$ cat config.mk
export PLATFORM = sky130hd
export DESIGN_NAME = ps2_key_encoder
export DESIGN_NICKNAME = d
export VERILOG_FILES = /design/src/rtl/ps2_key_encoder.sv
export SDC_FILE = /design/constraint.sdc
export NUM_CORES = 1
export LEC_CHECK = 0
export ABC_AREA = 1
export BUFFER_PORTS_ARGS = -buffer_cell sky130_fd_sc_hd__buf_2
export CAP_MARGIN = 10
export CORE_ASPECT_RATIO = 0.75
export CORE_MARGIN = 2
export CORE_UTILIZATION = 64
export CTS_CLUSTER_DIAMETER = 40
export DETAILED_ROUTE_END_ITERATION = 10
export PLACE_DENSITY = 0.79
export SLEW_MARGIN = 10
export SYNTH_ARGS = -nofsm -noshare
export SYNTH_HDL_FRONTEND = slang
export SYNTH_SLANG_ARGS = --single-unit
$ cat constraint.sdc
create_clock -name clk -period 5.5 [get_ports clk]
set_clock_uncertainty 0.2 [all_clocks]
set_input_delay 1.1 -clock clk [delete_from_list [all_inputs] [get_ports clk]]
set_output_delay 1.1 -clock clk [all_outputs]
set_load 0.05 [all_outputs]
$ cat src/rtl/ps2_key_encoder.sv
// PS/2 (scan set 2) receiver: conditions the raw lines, deserializes 11-bit frames,
// tracks E0/F0 prefixes and emits 5-bit calculator key codes with a one-cycle strobe.
module ps2_key_encoder #(
    parameter int FILTER_LEN = 8,
    parameter int TIMEOUT    = 100000,
    parameter int TIMEOUT_W  = 17
) (
    input  logic       clk,
    input  logic       rst,
    input  logic       ps2_clk,
    input  logic       ps2_data,
    output logic [4:0] data,
    output logic       cifra_noua,
    output logic       frame_err
);

    localparam int         FW      = $clog2(FILTER_LEN + 1);
    localparam logic [4:0] KEY_REL = 5'd30;
    localparam logic [4:0] NO_KEY  = 5'd31;

    typedef enum logic       {IDLE, RECV} frame_e;
    typedef enum logic [1:0] {NORMAL, EXT, BRK, EXT_BRK} pfx_e;

    logic [1:0]           clk_s_q, clk_s_d, dat_s_q, dat_s_d;
    logic                 filt_q, filt_d;
    logic [FW-1:0]        fcnt_q, fcnt_d;
    frame_e               frame_q, frame_d;
    logic [3:0]           bit_cnt_q, bit_cnt_d;
    logic [8:0]           shift_q, shift_d;
    logic [TIMEOUT_W-1:0] tmo_q, tmo_d;
    pfx_e                 pfx_q, pfx_d;
    logic [4:0]           last_q, last_d, data_q, data_d;
    logic                 cn_q, cn_d, err_q, err_d;

    logic       fall, sbit, byte_vld, bad, do_make, do_rel;
    logic [7:0] rx_byte;
    logic [5:0] map_r;

    // Returns {hit, code}; hit=0 for unmapped scan codes.
    function automatic logic [5:0] map_code(input logic [7:0] b, input logic ext);
        logic [5:0] r;
        r = '0;
        if (ext) begin
            case (b)
                8'h4A:   r = {1'b1, 5'd14};
                8'h5A:   r = {1'b1, 5'd10};
                default: r = '0;
            endcase
        end else begin
            case (b)
                8'h45, 8'h70: r = {1'b1, 5'd0};
                8'h16, 8'h69: r = {1'b1, 5'd1};
                8'h1E, 8'h72: r = {1'b1, 5'd2};
                8'h26, 8'h7A: r = {1'b1, 5'd3};
                8'h25, 8'h6B: r = {1'b1, 5'd4};
                8'h2E, 8'h73: r = {1'b1, 5'd5};
                8'h36, 8'h74: r = {1'b1, 5'd6};
                8'h3D, 8'h6C: r = {1'b1, 5'd7};
                8'h3E, 8'h75: r = {1'b1, 5'd8};
                8'h46, 8'h7D: r = {1'b1, 5'd9};
                8'h5A:        r = {1'b1, 5'd10};
                8'h79:        r = {1'b1, 5'd11};
                8'h7B:        r = {1'b1, 5'd12};
                8'h7C:        r = {1'b1, 5'd13};
                8'h4A:        r = {1'b1, 5'd14};
                8'h2B:        r = {1'b1, 5'd15};
                8'h4D:        r = {1'b1, 5'd16};
                8'h2D:        r = {1'b1, 5'd17};
                8'h76:        r = {1'b1, 5'd18};
                default:      r = '0;
            endcase
        end
        return r;
    endfunction

    always_comb begin
        clk_s_d   = {clk_s_q[0], ps2_clk};
        dat_s_d   = {dat_s_q[0], ps2_data};
        filt_d    = filt_q;
        fcnt_d    = fcnt_q;
        frame_d   = frame_q;
        bit_cnt_d = bit_cnt_q;
        shift_d   = shift_q;
        tmo_d     = tmo_q;
        pfx_d     = pfx_q;
        last_d    = last_q;
        data_d    = data_q;
        cn_d      = 1'b0;
        err_d     = 1'b0;
        byte_vld  = 1'b0;
        bad       = 1'b0;
        do_make   = 1'b0;
        do_rel    = 1'b0;
        rx_byte   = shift_q[7:0];
        sbit      = dat_s_q[1];

        // Level flips only after FILTER_LEN consecutive samples disagree with it.
        if (clk_s_q[1] == filt_q) begin
            fcnt_d = '0;
        end else if (fcnt_q == FW'(FILTER_LEN - 1)) begin
            filt_d = clk_s_q[1];
            fcnt_d = '0;
        end else begin
            fcnt_d = fcnt_q + 1'b1;
        end
        fall = filt_q & ~filt_d;

        case (frame_q)
            IDLE: begin
                tmo_d = '0;
                if (fall && !sbit) begin
                    frame_d   = RECV;
                    bit_cnt_d = 4'd1;
                end
            end
            default: begin
                if (fall) begin
                    tmo_d = '0;
                    if (bit_cnt_q == 4'd10) begin
                        frame_d   = IDLE;
                        bit_cnt_d = '0;
                        if ((^shift_q) && sbit) byte_vld = 1'b1;
                        else                    bad      = 1'b1;
                    end else begin
                        shift_d   = {sbit, shift_q[8:1]};
                        bit_cnt_d = bit_cnt_q + 1'b1;
                    end
                end else if (tmo_q == TIMEOUT_W'(TIMEOUT)) begin
                    frame_d   = IDLE;
                    bit_cnt_d = '0;
                    bad       = 1'b1;
                end else begin
                    tmo_d = tmo_q + 1'b1;
                end
            end
        endcase

        if (bad) begin
            err_d = 1'b1;
            pfx_d = NORMAL;
        end

        map_r = map_code(rx_byte, (pfx_q == EXT) || (pfx_q == EXT_BRK));
        if (byte_vld) begin
            case (pfx_q)
                NORMAL: begin
                    if (rx_byte == 8'hE0)      pfx_d = EXT;
                    else if (rx_byte == 8'hF0) pfx_d = BRK;
                    else                       do_make = 1'b1;
                end
                EXT: begin
                    if (rx_byte == 8'hF0) begin
                        pfx_d = EXT_BRK;
                    end else begin
                        do_make = 1'b1;
                        pfx_d   = NORMAL;
                    end
                end
                default: begin
                    do_rel = 1'b1;
                    pfx_d  = NORMAL;
                end
            endcase
        end

        // A repeated make of the held key is typematic and stays silent.
        if (do_make && map_r[5] && (map_r[4:0] != last_q)) begin
            data_d = map_r[4:0];
            cn_d   = 1'b1;
            last_d = map_r[4:0];
        end
        if (do_rel && map_r[5]) begin
            data_d = KEY_REL;
            cn_d   = 1'b1;
            last_d = NO_KEY;
        end
    end

    always_ff @(posedge clk or negedge rst) begin
        if (!rst) begin
            clk_s_q   <= 2'b11;
            dat_s_q   <= 2'b11;
            filt_q    <= 1'b1;
            fcnt_q    <= '0;
            frame_q   <= IDLE;
            bit_cnt_q <= '0;
            shift_q   <= '0;
            tmo_q     <= '0;
            pfx_q     <= NORMAL;
            last_q    <= NO_KEY;
            data_q    <= '0;
            cn_q      <= 1'b0;
            err_q     <= 1'b0;
        end else begin
            clk_s_q   <= clk_s_d;
            dat_s_q   <= dat_s_d;
            filt_q    <= filt_d;
            fcnt_q    <= fcnt_d;
            frame_q   <= frame_d;
            bit_cnt_q <= bit_cnt_d;
            shift_q   <= shift_d;
            tmo_q     <= tmo_d;
            pfx_q     <= pfx_d;
            last_q    <= last_d;
            data_q    <= data_d;
            cn_q      <= cn_d;
            err_q     <= err_d;
        end
    end

    assign data       = data_q;
    assign cifra_noua = cn_q;
    assign frame_err  = err_q;

endmodule

; ---- After elaboration in Yosys (flattened, before gate mapping)
; Memory sizes are Yosys's and may differ from the RTL's.
; Index checks and enable logic that the tools add are counted.
[totals]
regBits = 54
latch_bits = 0
ram_bits = 0
mem_bits_ro = 768
elab_cells = 94
n_memories = 1
[op_classes]
n_addsub = 3
multipliers = 0
div_mod_pow = 0
magnitude_cmp = 0
n_eq_ne = 13
shifts = 0
muxes = 47
n_bitwise = 3
reduce_logical = 14
[memory_table]
columns = name, words, width, rd, rd_clocked_by_memory_dff, write_ports, line_no
row1 = (name not given), 128, 6, 1, 0, 0, 50  ; case (b)
[op_table]
columns = op, n
row1 = 2-to-1 mux 17 bit, 3
row2 = 2-to-1 mux 4 bit, 7
row3 = 2-to-1 mux 1 bit, 24
row4 = adder 17 x 1 -> 17 bit (second input constant), 1
row5 = == test 17 bit (second input constant), 1
row6 = == test 8 x 7 -> 1 bit (second input constant), 2
row7 = == test 8 bit (second input constant), 2
row8 = 2-to-1 mux 5 bit, 3
row9 = 2-to-1 mux 6 bit, 2
row10 = one-hot mux 6 bit (2 select lines), 1
row11 = 2-to-1 mux 2 bit, 5
row12 = parity 9 bit, 1
row13 = adder 4 x 1 -> 4 bit (second input constant), 2
row14 = logical AND 1 bit, 5
row15 = != test 5 bit, 1
row16 = == test 4 x 3 -> 1 bit (second input constant), 1
row17 = == test 4 bit (second input constant), 1
row18 = one-hot mux 2 bit (2 select lines), 1
row19 = nonzero test 2 bit, 2
row20 = != test 3 x 1 -> 1 bit (second input constant), 1
row21 = != test 3 bit (second input constant), 1
row22 = AND reduction 3 bit, 1
row23 = == test 2 x 1 -> 1 bit (second input constant), 1
row24 = == test 2 bit (second input constant), 1
row25 = 9 further kinds, 10

; ---- Logic depth before layout (Yosys ltp)
[depth]
ltp_word = 12
depth_mapped = 19

; ---- Worst setup path before layout
; No wires, ideal clock.
[synth_timing]
path_type = reg2reg
from = reg shift_q[0]
to = reg data_q[1] (netlist: data[1])
arrival_time_ns = 2.193
t_required_ns = 5.174
slack_ns = 2.981
path_stages_with_launch = 16
path_buffers = 1
synth_period_minus_slack_ns = 2.519
path_cell_list = dfrtp_1 inv_1 ha_1 inv_1 nand2_1 nand2_1 xor2_1 xor2_1 nand3_1 inv_1 nand4_1 nor2_4 nand2_2 buf_6 nand2_1 nand3_1
[synth_between]
elab_chain_cells = 10
elab_cells_between_ends = 26
classes_between = 5 x eq/ne / 14 x mux / 6 x reduce/logical / 1 x memory
[synth_rtl]
columns = item, line_no
row1 = "start, declared", 29  ; logic [8:0] shift_q, shift_d;
row2 = "start signal, assigned", 201  ; shift_q <= shift_d;
row3 = branches (longest 10 deep; another with memory (128 x 6 bit)), -
row4 = "end signal, assigned", 205  ; data_q <= data_d;
row5 = "end, declared", 32  ; logic [4:0] last_q, last_d, data_q, data_d;
; Parallel ways; which one is timed is not known. The select of a mux whose other input is x is not followed.
; A chain may end at the register's enable or synchronous reset.

; ---- Worst setup path in the final report
[layout_timing]
from = reg shift_q[3]
to = reg data_q[0] (netlist: data[0])
; Same word-level chain as after synthesis.

==> impl_metrics.json <==
{
  "pin_count": 11,
  "synthesis_warnings": 0,
  "grt_first_pass_wirelength_mm": 11.4,
  "postSynthNetCount": 487,
  "final_core_utilization": 0.684,
  "pwr-share-clk": 0.329,
  "worstPathCellList": "inv_1 > ha_1 > xor2_1 > xor2_1 > nand3_1 > inv_1 > nand4_1 > nand4_1 > nand2_1",
  "clock_path_buffers": 2,
  "synth_edf_count": 0,
  "postLayoutCellArea_um2": 3600,
  "tritoncts_num_sinks": 54,
  "power.total_mw": 0.700,
  "initial_core_util": 0.652,
  "grt_setup_unrepaired": "false",
  "tritoncts_clock_tree": "yes",
  "synth_area_leader_cell": "sky130_fd_sc_hd__dfrtp_1",
  "dpl.hpwl_mm": 5.03,
  "placeableCoreArea_um2": 5270,
  "finalHoldViolations": 0,
  "layout_min_cycle_time_ns": 3.06,
  "comb_power_share": 0.061,
  "p_int_mw": 0.532,
  "finalNonFillerCells": 547,
  "min-delay-path-class": "reg -> reg",
  "timing.final.crit_share": 0.556,
  "cpLargestDelayFamily": "simple AND/OR/NAND/NOR gates",
  "grt_start_max_net_pins": 55,
  "switching_power_mw": 0.169,
  "maxSlewHeadroom": 0.563,
  "status": "finished clean",
  "synth_cells": 463,
  "critical_path.max_stage_delay_ns": 0.67,
  "routed_wire_length_per_instance_um": 12.3,
  "insertion_delay_ns": 0.31,
  "worstHoldPathCells": 0,
  "synth-seq-cells": 54,
  "cts.repair_timing.setup_buffer_count": 0,
  "floorplan.rows": 23,
  "gpl.final_weighted_congestion": 0.960,
  "ir_drop_uv": 184,
  "worst-path-stages": 9,
  "initial_antenna_violation_count": 0,
  "post_synth.cell_area_avg_um2": 7.41,
  "synthDistinctLibCells": 37,
  "ys_top_cells_by_area": "sky130_fd_sc_hd__dfrtp_1, sky130_fd_sc_hd__nand2_1, sky130_fd_sc_hd__dfstp_2, sky130_fd_sc_hd__ha_1, sky130_fd_sc_hd__inv_1",
  "swShare": 0.241,
  "critical_path_buf_inv_count": 2,
  "post_cts_resize_count": 0,
  "first_global_vias": 2645,
  "report.final.setup_viol": 0,
  "chipHeight_um": 67.4,
  "worstPathMaxFanout": 17,
  "dp.cells": 539,
  "power.density_cell_area_nw_per_um2": 194,
  "asyncSetResetFlopFracSynth": 1.00,
  "reg2regPathDepth": 9,
  "diodes": 0,
  "gr-total-overflow": 0,
  "cp_arrival_ns": 3.07,
  "drt-total-wl_mm": 6.71,
  "max_freq_mhz": 327,
  "avgViaCountPerCell": 5.41,
  "area_growth_syn_to_layout_pct": 4.96,
  "main_flop_type_after_synthesis": "sky130_fd_sc_hd__dfrtp_1",
  "yosysMostFrequentCell": "sky130_fd_sc_hd__nand2_1",
  "drive_above_1_share": 0.0996,
  "worst_setup_path_start_kind": "register",
  "initial_drc_count": 231,
  "layout.nets": 495,
  "port_buf_inserts": 10,
  "path_clk_slew_ns": 0.10,
  "cp.required_ns": 5.51,
  "drv.max_cap_violation_count": 0,
  "p_seq_frac": 0.610,
  "syn-cell-area_um2": 3430,
  "postCtsHoldBufs": 0,
  "post_drt_antenna_nets": 0,
  "final_total_negative_setup_slack_ns": 0,
  "finalMaxSlewViolations": 0,
  "placed_area_um2": 3510,
  "netlist_top_cells_count": "sky130_fd_sc_hd__nand2_1, sky130_fd_sc_hd__inv_1, sky130_fd_sc_hd__nor2_1",
  "track_usage": 0.246,
  "timing.critical_path.slowest_stage_cell": "sky130_fd_sc_hd__dfrtp_1",
  "critPathCaptureType": "register",
  "synth_seq_area_share": 0.397,
  "power.leakage_nw": 1.69,
  "die_width_um": 88.6,
  "cts-htree-levels": 2,
  "floorplan.die_area_um2": 5970,
  "dr.pass1.iters": 5,
  "worst_slew_pin_slew_ns": 0.654,
  "via_count": 2961,
  "cts_made_buffers": 5,
  "clockRootBuffer": "sky130_fd_sc_hd__clkbuf_8",
  "setup.worst_path.class": "reg -> reg",
  "synth.top_cell.area_share": 0.321,
  "detail_route.drc_violations": 0
}
through the flow:
stage | hold slack [ns] | setup WS (ns)
floorplan | 0.145 | 2.98
global placement | 0.145 | 2.57
detailed placement | 0.149 | 2.50
CTS | 0.163 | 2.47
global route | 0.165 | 2.16
finish | 0.162 | 2.44
flip-flops by register name, summed over array words and instances (netlist names), 2 cells and up:
name       flops
pfx_q          2
bit_cnt_q      4
dat_s_q        2
shift_q        9
clk_s_q        2
data           5
last_q         5
fcnt_q         4
tmo_q         17
power by group through the flow:
stage / clock network [mW] / logic (mW) / registers (mW)
after floorplan: 0 / 0.0279 / 0.432
after global placement: 0 / 0.0413 / 0.433
after detailed placement: 0 / 0.0445 / 0.435
after CTS: 0.237 / 0.0448 / 0.427
after global routing: 0.253 / 0.0529 / 0.429
final: 0.230 / 0.0431 / 0.427
layer usage:
metal	vias to the layer above	GRT usage	routed length, µm
met5	-	0	0
met4	0	0.0701	83
met3	10	0.0452	367
met2	86	0.380	2910
met1	1350	0.357	3350
li1	1515	-	-
final cells by class:
class | count | area, µm²
Fill cell | 456 | 1660
Timing Repair Buffer | 11 | 57.6
Clock buffer | 6 | 82.6
Multi-Input combinational cell | 338 | 1760
Clock inverter | 2 | 12.5
Inverter | 61 | 229
Tap cell | 75 | 93.8
Sequential cell | 54 | 1360
path summary, 6_finish.rpt:
path	from	end	slack (ns)
max in group asynchronous	rst	bit_cnt_q[2]$_DFFE_PN0P_	3.97
worst max register to register	shift_q[3]$_DFFE_PN0P_	data[0]$_DFFE_PN0P_	2.44
worst min-delay path	dat_s_q[0]$_DFF_PN1_	dat_s_q[1]$_DFF_PN1_	0.16
min in group asynchronous	rst	shift_q[3]$_DFFE_PN0P_	0.67
worst min register to register	dat_s_q[0]$_DFF_PN1_	dat_s_q[1]$_DFF_PN1_	0.16
worst max-delay path	shift_q[3]$_DFFE_PN0P_	data[0]$_DFFE_PN0P_	2.44
cells by family (layout without fill, tap and decap cells):
family	after synthesis	count (layout)	synth area share
AND/OR/NAND/NOR	249	249	0.319
adder cells (fa/ha/maj)	20	20	0.0729
buffers and inverters	71	80	0.0890
AO/OA/AOI/OAI	62	62	0.104
flip-flops	54	54	0.397
XOR/XNOR	7	7	0.0179
layout by cell type, fill, tap and decap left out, types with 6 or more instances in the layout:
cell                       netlist  layout
sky130_fd_sc_hd__dfrtp_1        44      44
sky130_fd_sc_hd__dfstp_2        10      10
sky130_fd_sc_hd__o21ai_0        30      30
sky130_fd_sc_hd__clkbuf_8        0       6
sky130_fd_sc_hd__nor3_1          8       8
sky130_fd_sc_hd__nand2_1       124     124
sky130_fd_sc_hd__a21oi_1        15      15
sky130_fd_sc_hd__ha_1           20      20
sky130_fd_sc_hd__inv_1          57      57
sky130_fd_sc_hd__nand4_1         8       8
sky130_fd_sc_hd__nor2_1         47      47
sky130_fd_sc_hd__nand3_1        42      42
sky130_fd_sc_hd__buf_2           4      10
Power figures use the tool's default switching activity.
